**src/rtl/uart_pkg.sv**
```systemverilog
// Shared UART definitions: frame defaults, TX state encoding and parity helper
// used by both the transmitter and the receiver.
package uart_pkg;

    localparam int DATA_LENGTH_DEF = 8;
    localparam bit PARITY_DEF      = 1'b0;
    localparam int STOP_BITS_DEF   = 1;

    typedef enum logic [2:0] {
        IDLE,
        FETCH,
        START,
        DATA,
        PARITY,
        STOP
    } tx_states_t;

    // Callers zero-extend narrower words; the extra zeros do not change the XOR.
    function automatic logic parity_calc(input logic [8:0] data, input logic odd);
        return (^data) ^ odd;
    endfunction

endpackage

```
**src/rtl/uart_tx_if.sv**
```systemverilog
// TX FIFO, prescaler and serial-line signals of the UART transmitter.
interface uart_tx_if import uart_pkg::*; #(
    parameter int DataLength = DATA_LENGTH_DEF
);
    logic [DataLength-1:0] i_fifo_data;
    logic                  i_fifo_empty;
    logic                  o_fifo_read_en;
    logic                  i_strobe;
    logic                  o_prescaler_en;
    logic                  o_tx;
    logic                  o_busy;

    modport slave (
        input  i_fifo_data, i_fifo_empty, i_strobe,
        output o_fifo_read_en, o_prescaler_en, o_tx, o_busy
    );

    modport master (
        output i_fifo_data, i_fifo_empty, i_strobe,
        input  o_fifo_read_en, o_prescaler_en, o_tx, o_busy
    );
endinterface

```
**src/rtl/uart_tx.sv**
```systemverilog
// UART transmit engine: pops a show-ahead FIFO and serialises start, data (LSB
// first), optional parity and stop bits, one bit per prescaler strobe.
module uart_tx import uart_pkg::*; #(
    parameter bit Parity     = PARITY_DEF,
    parameter bit ParityOdd  = 1'b0,
    parameter int StopBits   = STOP_BITS_DEF,
    parameter int DataLength = DATA_LENGTH_DEF
) (
    input  logic   i_clk,
    input  logic   i_rst_n,
    uart_tx_if.slave bus
);

    if (StopBits != 1 && StopBits != 2) begin : g_bad_stop_bits
        $error("uart_tx: StopBits must be 1 or 2");
    end
    if (DataLength < 5 || DataLength > 9) begin : g_bad_data_length
        $error("uart_tx: DataLength must be in 5..9");
    end

    localparam int CW = $clog2(DataLength);

    tx_states_t            state;
    logic [DataLength-1:0] shift;
    logic [CW-1:0]         bit_cnt;
    logic                  stop_cnt;
    logic                  par_bit;

    always_ff @(posedge i_clk or negedge i_rst_n) begin
        if (!i_rst_n) begin
            state              <= IDLE;
            shift              <= '0;
            bit_cnt            <= '0;
            stop_cnt           <= 1'b0;
            par_bit            <= 1'b0;
            bus.o_tx           <= 1'b1;
            bus.o_busy         <= 1'b0;
            bus.o_fifo_read_en <= 1'b0;
            bus.o_prescaler_en <= 1'b0;
        end else begin
            bus.o_fifo_read_en <= 1'b0;
            case (state)
                IDLE: if (!bus.i_fifo_empty) begin
                    bus.o_fifo_read_en <= 1'b1;
                    bus.o_busy         <= 1'b1;
                    shift              <= bus.i_fifo_data;
                    state              <= FETCH;
                end
                FETCH: begin
                    bit_cnt  <= CW'(DataLength - 1);
                    stop_cnt <= 1'(StopBits - 1);
                    par_bit  <= parity_calc(9'(shift), ParityOdd);
                    // The prescaler restarts on this rising edge, so START gets a full period.
                    bus.o_prescaler_en <= 1'b1;
                    state    <= START;
                end
                START: if (bus.i_strobe) state <= DATA;
                DATA: if (bus.i_strobe) begin
                    shift   <= shift >> 1;
                    bit_cnt <= bit_cnt - 1'b1;
                    if (bit_cnt == '0) state <= Parity ? PARITY : STOP;
                end
                PARITY: if (bus.i_strobe) state <= STOP;
                STOP: if (bus.i_strobe) begin
                    if (stop_cnt == 1'b0) begin
                        bus.o_prescaler_en <= 1'b0;
                        bus.o_busy         <= 1'b0;
                        state              <= IDLE;
                    end else begin
                        stop_cnt <= 1'b0;
                    end
                end
                default: state <= IDLE;
            endcase

            // Line follows last cycle's state/shift so it changes only on a clock edge.
            case (state)
                START:   bus.o_tx <= 1'b0;
                DATA:    bus.o_tx <= shift[0];
                PARITY:  bus.o_tx <= par_bit;
                default: bus.o_tx <= 1'b1;
            endcase
        end
    end

endmodule

```
**src/flat_wrapper.sv**
```systemverilog
// flat-port wrapper written by rule: the top's interface ports become plain ports
module uart_tx_flat import uart_pkg::*;
#(
    parameter bit Parity     = PARITY_DEF,
    parameter bit ParityOdd  = 1'b0,
    parameter int StopBits   = STOP_BITS_DEF,
    parameter int DataLength = DATA_LENGTH_DEF
)
  (i_clk, i_rst_n, bus_i_fifo_data, bus_i_fifo_empty, bus_i_strobe, bus_o_fifo_read_en, bus_o_prescaler_en, bus_o_tx, bus_o_busy);
  uart_tx_if #(.DataLength(DataLength)) bus_i ();
  input  logic i_clk;
  input  logic i_rst_n;
  input wire logic [$bits(bus_i.i_fifo_data)-1:0] bus_i_fifo_data;
  input wire logic [$bits(bus_i.i_fifo_empty)-1:0] bus_i_fifo_empty;
  input wire logic [$bits(bus_i.i_strobe)-1:0] bus_i_strobe;
  output wire logic [$bits(bus_i.o_fifo_read_en)-1:0] bus_o_fifo_read_en;
  output wire logic [$bits(bus_i.o_prescaler_en)-1:0] bus_o_prescaler_en;
  output wire logic [$bits(bus_i.o_tx)-1:0] bus_o_tx;
  output wire logic [$bits(bus_i.o_busy)-1:0] bus_o_busy;
  assign bus_i.i_fifo_data = bus_i_fifo_data;
  assign bus_i.i_fifo_empty = bus_i_fifo_empty;
  assign bus_i.i_strobe = bus_i_strobe;
  assign bus_o_fifo_read_en = bus_i.o_fifo_read_en;
  assign bus_o_prescaler_en = bus_i.o_prescaler_en;
  assign bus_o_tx = bus_i.o_tx;
  assign bus_o_busy = bus_i.o_busy;
  uart_tx #(.Parity(Parity), .ParityOdd(ParityOdd), .StopBits(StopBits), .DataLength(DataLength)) u_core (.i_clk(i_clk), .i_rst_n(i_rst_n), .bus(bus_i));
endmodule
```
**config.mk**
```make
export PLATFORM = sky130hd
export DESIGN_NAME = uart_tx_flat
export DESIGN_NICKNAME = d
export VERILOG_FILES = /design/src/rtl/uart_pkg.sv /design/src/rtl/uart_tx_if.sv /design/src/rtl/uart_tx.sv /design/src/flat_wrapper.sv
export SDC_FILE = /design/constraint.sdc
export NUM_CORES = 1
export LEC_CHECK = 0
export CORE_MARGIN = 10
export CORE_UTILIZATION = 30
export DETAILED_ROUTE_END_ITERATION = 16
export HOLD_SLACK_MARGIN = 0.15
export SETUP_SLACK_MARGIN = 0.4
export SYNTH_ARGS = -nofsm -noshare
export SYNTH_HDL_FRONTEND = slang
export SYNTH_SLANG_ARGS = --single-unit
```
**constraint.sdc**
```tcl
create_clock -name i_clk -period 1.4 [get_ports i_clk]
set_clock_uncertainty 0.15 [all_clocks]
set_input_delay 0.14 -clock i_clk [delete_from_list [all_inputs] [get_ports i_clk]]
set_output_delay 0.14 -clock i_clk [all_outputs]
set_load 0.02 [all_outputs]
```
Word-level counts from Yosys, hierarchy flattened
Index checks and enable logic that the tools add are counted.

storage, ports and cells
  word-level logic and storage cells = 58
  flip-flop bits (word level) = 20
  output and inout port bits = 4
  input port bits = 12

operators by class
  $add $sub $neg = 1
  reduce and logical (&&, ||, !) cells = 13
  equality and inequality tests = 12
  multiplexer cells = 23

operators with widths
  cell                   count
  $mux W3                8
  $pmux W3 S6            1
  $mux W8                2
  $pmux W8 S2            1
  $ne A2 B2 Y1 const B   6
  $reduce_xor A9 Y1      1
  $reduce_bool A2 Y1     4
  $reduce_and A7 Y1      1
  $eq A3 B2 Y1 const B   2
  $eq A3 B3 Y1 const B   2
  $logic_not A3 Y1       2
  $mux W1                6
  $pmux W1 S2            3
  $pmux W3 S2            1
  $reduce_and A3 Y1      2
  $reduce_and A2 Y1      2
  $reduce_and A4 Y1      1
  $eq A3 B1 Y1 const B   1
  $pmux W1 S3            1
  $sub A3 B1 Y3 const B  1
  $ne A2 B1 Y1 const B   1

Longest topological paths before layout
  depth in word-level cells = 4
  mapped depth = 6
  gate-level depth less buffers = 6

Least setup slack after synthesis
OpenSTA, ideal clock, no wires.

  path type = register to register
  start point = register u_core.state[1]
  end point = register u_core.shift[0]
  setup time = 0.073 ns
  stages on the path, launching flop included = 6
  slack = -0.116 ns
  arrival time = 1.293 ns
  path buffers = 1
  period minus slack after synthesis = 1.516 ns
  data required time = 1.177 ns
  cells stage by stage = dfrtp_1 -> or3_4 -> a21oi_4 -> buf_6 -> nor2_1 -> a21oi_2

on the way
  word-level cells in the longest chain between the ends = 3
  elaborated cells between the ends (all ways) = 7
  those cells by class = 3 x eq/ne; 1 x mux; 3 x reduce/logical

RTL lines
  element                                                       line           text
  start: declaration                                            uart_tx.sv:23  tx_states_t state;
  start signal: assignment                                      uart_tx.sv:61  if (bit_cnt == '0) state <= Parity ? PARITY : STOP;
  $eq A3 B2 Y1 or $logic_not A3 Y1 (tied branches)              uart_tx.sv:42  case (state)
  $ne A2 B2 Y1 (no line) or $reduce_bool A2 Y1 (tied branches)  --
  $reduce_and A3 Y1 (no line)                                   --
  end signal: assignment                                        uart_tx.sv:46  shift <= bus.i_fifo_data;
  end signal: assignment                                        uart_tx.sv:59  shift <= shift >> 1;
  end: declaration                                              uart_tx.sv:24  logic [DataLength-1:0] shift;

Parallel ways exist; a longest one is shown, timed or not.
A chain may end at the register's enable or synchronous reset.

Worst setup path in the final report
  start point = register u_core.state[1]
  end point = register u_core.shift[3]

The elaborated chain is that of the path after synthesis.

==> flow_metrics.env <==
export IMPL_synthSimpleGateAreaFrac_pct=11.5
export IMPL_num_io_pins=16
export IMPL_drive_above_1_share_pct=53.1
export IMPL_yosys_register_bits=19
export IMPL_finalHoldViolations=0
export IMPL_period_needed_ns=1.60
export IMPL_r2r_worst_path_cells=5
export IMPL_final_core_util_pct=56.6
export IMPL_end_kind="flip-flop"
export IMPL_first_pass_iters=4
export IMPL_holdCritPathClass="input pin to asynchronous set/reset pin"
export IMPL_synth_compound_area_share_pct=20.0
export IMPL_hold_slack_ns=0.00638
export IMPL_core_area_um2=3130
export IMPL_fp_dieW_um=77.9
export IMPL_die_h_um=77.9
export IMPL_port_buffers=15
export IMPL_met3_usage_pct=3.46
export IMPL_multiInputGateArea_um2=697
export IMPL_synth_warnings=0
export IMPL_seqCellArea_um2=477
export IMPL_clk_pin_slew_ns=0.12
export IMPL_cts_tree="done"
export IMPL_gr_total_overflow=0
export IMPL_hpwl_um=1630
export IMPL_drv_slew=0
export IMPL_synthesis_nets=116
export IMPL_htreeDepth=1
export IMPL_grt_max_degree=20
export IMPL_setup_viol=14
export IMPL_clk_path_buf_depth=2
export IMPL_synth_mux_area_share_pct=6.97
export IMPL_gp_congestion=0.757
export IMPL_met2_usage_pct=15.3
export IMPL_yosysSeqAreaShare_pct=47.4
export IMPL_r2r_setup_slack_ns=-0.20
export IMPL_busiest_layer="met2"
export IMPL_fillers=277
export IMPL_yosysUniqueCellTypes=30
export IMPL_crit_type="flip-flop to flip-flop"
export IMPL_synth_top_family_by_area="compound AO/OA/AOI/OAI gates"
export IMPL_critical_path_required_ns=1.47
export IMPL_max_slew_worst_pin_slew_ns=0.259
export IMPL_r2r_start="u_core.state[1]"
export IMPL_wire_per_inst_um=15.1
export IMPL_cts_root_buffer="clkbuf_4"
export IMPL_grt_use_met1_pct=9.60
export IMPL_initial_utilization_pct=32.1
export IMPL_num_vias=891
export IMPL_cts_sinks=19
export IMPL_cts_made_buffers=3
export IMPL_path_buf_inv=1
export IMPL_drc=0
export IMPL_ant_nets=0
export IMPL_num_rows=20
export IMPL_drtIter0Drc=85
export IMPL_violations="negative setup slack"
export IMPL_n_antenna_cell=0
export IMPL_syn2layout_area_growth_pct=76.1
export IMPL_antenna_found_initial=0
export IMPL_vias_per_cell=4.71
export IMPL_cp_slowest_cell="dfrtp_1"
export IMPL_crit_family="simple AND/OR/NAND/NOR gates"
export IMPL_clk_latency_ns=0.31
export IMPL_netlist_area_um2=1000
export IMPL_postLayoutSetupSlackWorst_ns=-0.203
export IMPL_synth_avg_cell_area_um2=9.85
export IMPL_crit_path_cell_trace="or3_4 -> a21oi_4 -> buf_12 -> nor2_1 -> a21oi_1"
export IMPL_outcome="finished, violations left"
export IMPL_critPathCapture="u_core.shift[3]"
export IMPL_finalNetCount=160
export IMPL_max_freq_mhz=624
export IMPL_vdd_drop_max_mv=0.901
export IMPL_leakage_nw=0.731
export IMPL_cp_num_cells=5
export IMPL_grt_usage_pct=8.72
export IMPL_grt_pass1_vias=920
export IMPL_synthCells=102
export IMPL_maxSlewHeadroom_pct=82.7
export IMPL_cp_start_kind="flip-flop"
export IMPL_wl_um=2850
export IMPL_tns_ns=-1.77
export IMPL_r2r_end="u_core.shift[3]"
export IMPL_fin_crit_sh_pct=114
export IMPL_synth_fa_ha_area_share_pct=2.49
export IMPL_slowest_delay_ns=0.41
export IMPL_crit_fanout=8
export IMPL_synth_xor_area_share_pct=6.10
export IMPL_grt_pass1_wl_um=4330
export IMPL_p_per_area_nw_per_um2=2220
export IMPL_crit_start="u_core.state[1]"
export IMPL_die_area_um2=6060
export IMPL_rsz0062_at_grt="true"
export IMPL_timing_max_cap_violations=0
export IMPL_cp_data_arrival_time_ns=1.68
==> layout make-up <==
| cell class | count | share of cell area, % |
|---|---|---|
| Clock buffer | 4 | 1.49 |
| Inverter | 6 | 1.56 |
| Multi-Input combinational cell | 71 | 39.4 |
| Sequential cell | 19 | 26.9 |
| Tap cell | 44 | 3.11 |
| Timing Repair Buffer | 45 | 27.5 |
==> per-layer routing <==
| layer | wire [µm] | vias up |
|---|---|---|
| met5 | 0 | - |
| met4 | 18 | 0 |
| met3 | 138 | 2 |
| met2 | 1490 | 16 |
| met1 | 1200 | 429 |
| li1 | - | 444 |
==> cell families after synthesis <==
group           count (synthesis)
fa+ha+maj                       2
xor+xnor                        7
flops                          19
buf+inv                        12
simple gates                   24
mux                             7
compound gates                 31
==> worst register-to-register path, stage by stage, from the launching register on <==
cell and delay [ns]:
dfrtp_1 0.41, or3_4 0.41, a21oi_4 0.23, buf_12 0.16, nor2_1 0.04, a21oi_1 0.11
==> worst min path at each step <==
| stage | start | to | slack (ns) | depth (start not counted) |
|---|---|---|---|---|
| final | i_rst_n | u_core.bus.o_fifo_read_en | 0.006 | 2 |
| after global routing | i_rst_n | u_core.bus.o_fifo_read_en | 0.03 | 2 |
| after CTS | i_rst_n | u_core.bus.o_fifo_read_en | 0.01 | 2 |
| after detailed placement | u_core.bit_cnt[0] | u_core.bit_cnt[0] | 0.35 | 2 |
| after global placement | u_core.bus.o_prescaler_en | u_core.bus.o_prescaler_en | 0.33 | 2 |
| after floorplan | i_rst_n | u_core.bit_cnt[0] | -0.31 | 0 |
==> what timing repair did <==
action / 4_1_cts / 5_1_grt
gates cloned: 0 / 1
gates resized for setup: 60 / 28
endpoints found under the setup margin: 23 / 23
hold endpoints to repair: 18 / 18
setup buffers: 12 / 6
pin swaps: 8 / 19
==> stage by stage <==
stage | instances | total power, W | setup slack, ns | area, µm²
floorplan | 102 | 0.00217 | -0.0651 | 1050
detailed placement | 166 | 0.00259 | -0.270 | 1310
global placement | 166 | 0.00253 | -0.247 | 1310
CTS | 182 | 0.00335 | -0.132 | 1570
global route | 189 | 0.00417 | -0.226 | 1770
finish | 189 | 0.00393 | -0.203 | 1770
==> flip-flops by register name (all words and copies together) (netlist names) <==
signal,count
u_core.state,3
u_core.bus.o_prescaler_en,1
u_core.bus.o_fifo_read_en,1
u_core.bus.o_tx,1
u_core.bit_cnt,3
u_core.bus.o_busy,1
u_core.shift,8
u_core.par_bit,1
==> synth_stat cells (all sizes together) <==
library cell / instances / share of area [%]
a41o: 1 / 1.0
inv: 6 / 2.2
or3: 1 / 1.1
a41oi: 1 / 0.87
nor4: 1 / 0.62
a22oi: 1 / 0.75
nand3: 4 / 2.0
a21o: 1 / 0.75
nand2b: 2 / 1.2
xnor2: 7 / 6.1
clkbuf: 3 / 1.1
nor2: 9 / 3.4
dfrtp: 18 / 45
o32ai: 1 / 0.87
o21a: 1 / 0.75
buf: 3 / 2.1
ha: 2 / 2.5
o21ai: 7 / 3.5
a21oi: 15 / 9.3
mux2i: 7 / 7.0
nand2: 6 / 2.5
o22a: 1 / 0.87
a31oi: 1 / 0.62
nor2b: 1 / 0.62
o21bai: 1 / 0.75
dfstp: 1 / 2.6
==> power breakdown <==
| part | switching, W | internal [W] | leakage (nW) | total (W) |
|---|---|---|---|---|
| Combinational | 0.00117 | 0.00149 | 0.500 | 0.00266 |
| Sequential | 0.000197 | 0.000780 | 0.215 | 0.000977 |
| Clock | 0.000181 | 0.000111 | 0.0150 | 0.000292 |
==> placed cells by master, fill, tap and decap left out, drive strengths merged, types with 2 or more instances in the layout <==
| cell | count |
|---|---|
| buf | 33 |
| nand2 | 6 |
| dfrtp | 18 |
| a21oi | 15 |
| clkdlybuf4s50 | 11 |
| inv | 6 |
| xnor2 | 7 |
| nand2b | 2 |
| ha | 2 |
| o21ai | 7 |
| clkbuf | 5 |
| nand3 | 4 |
| mux2i | 7 |
| nor2 | 9 |
Note: power is estimated with default switching activity, not from simulation.
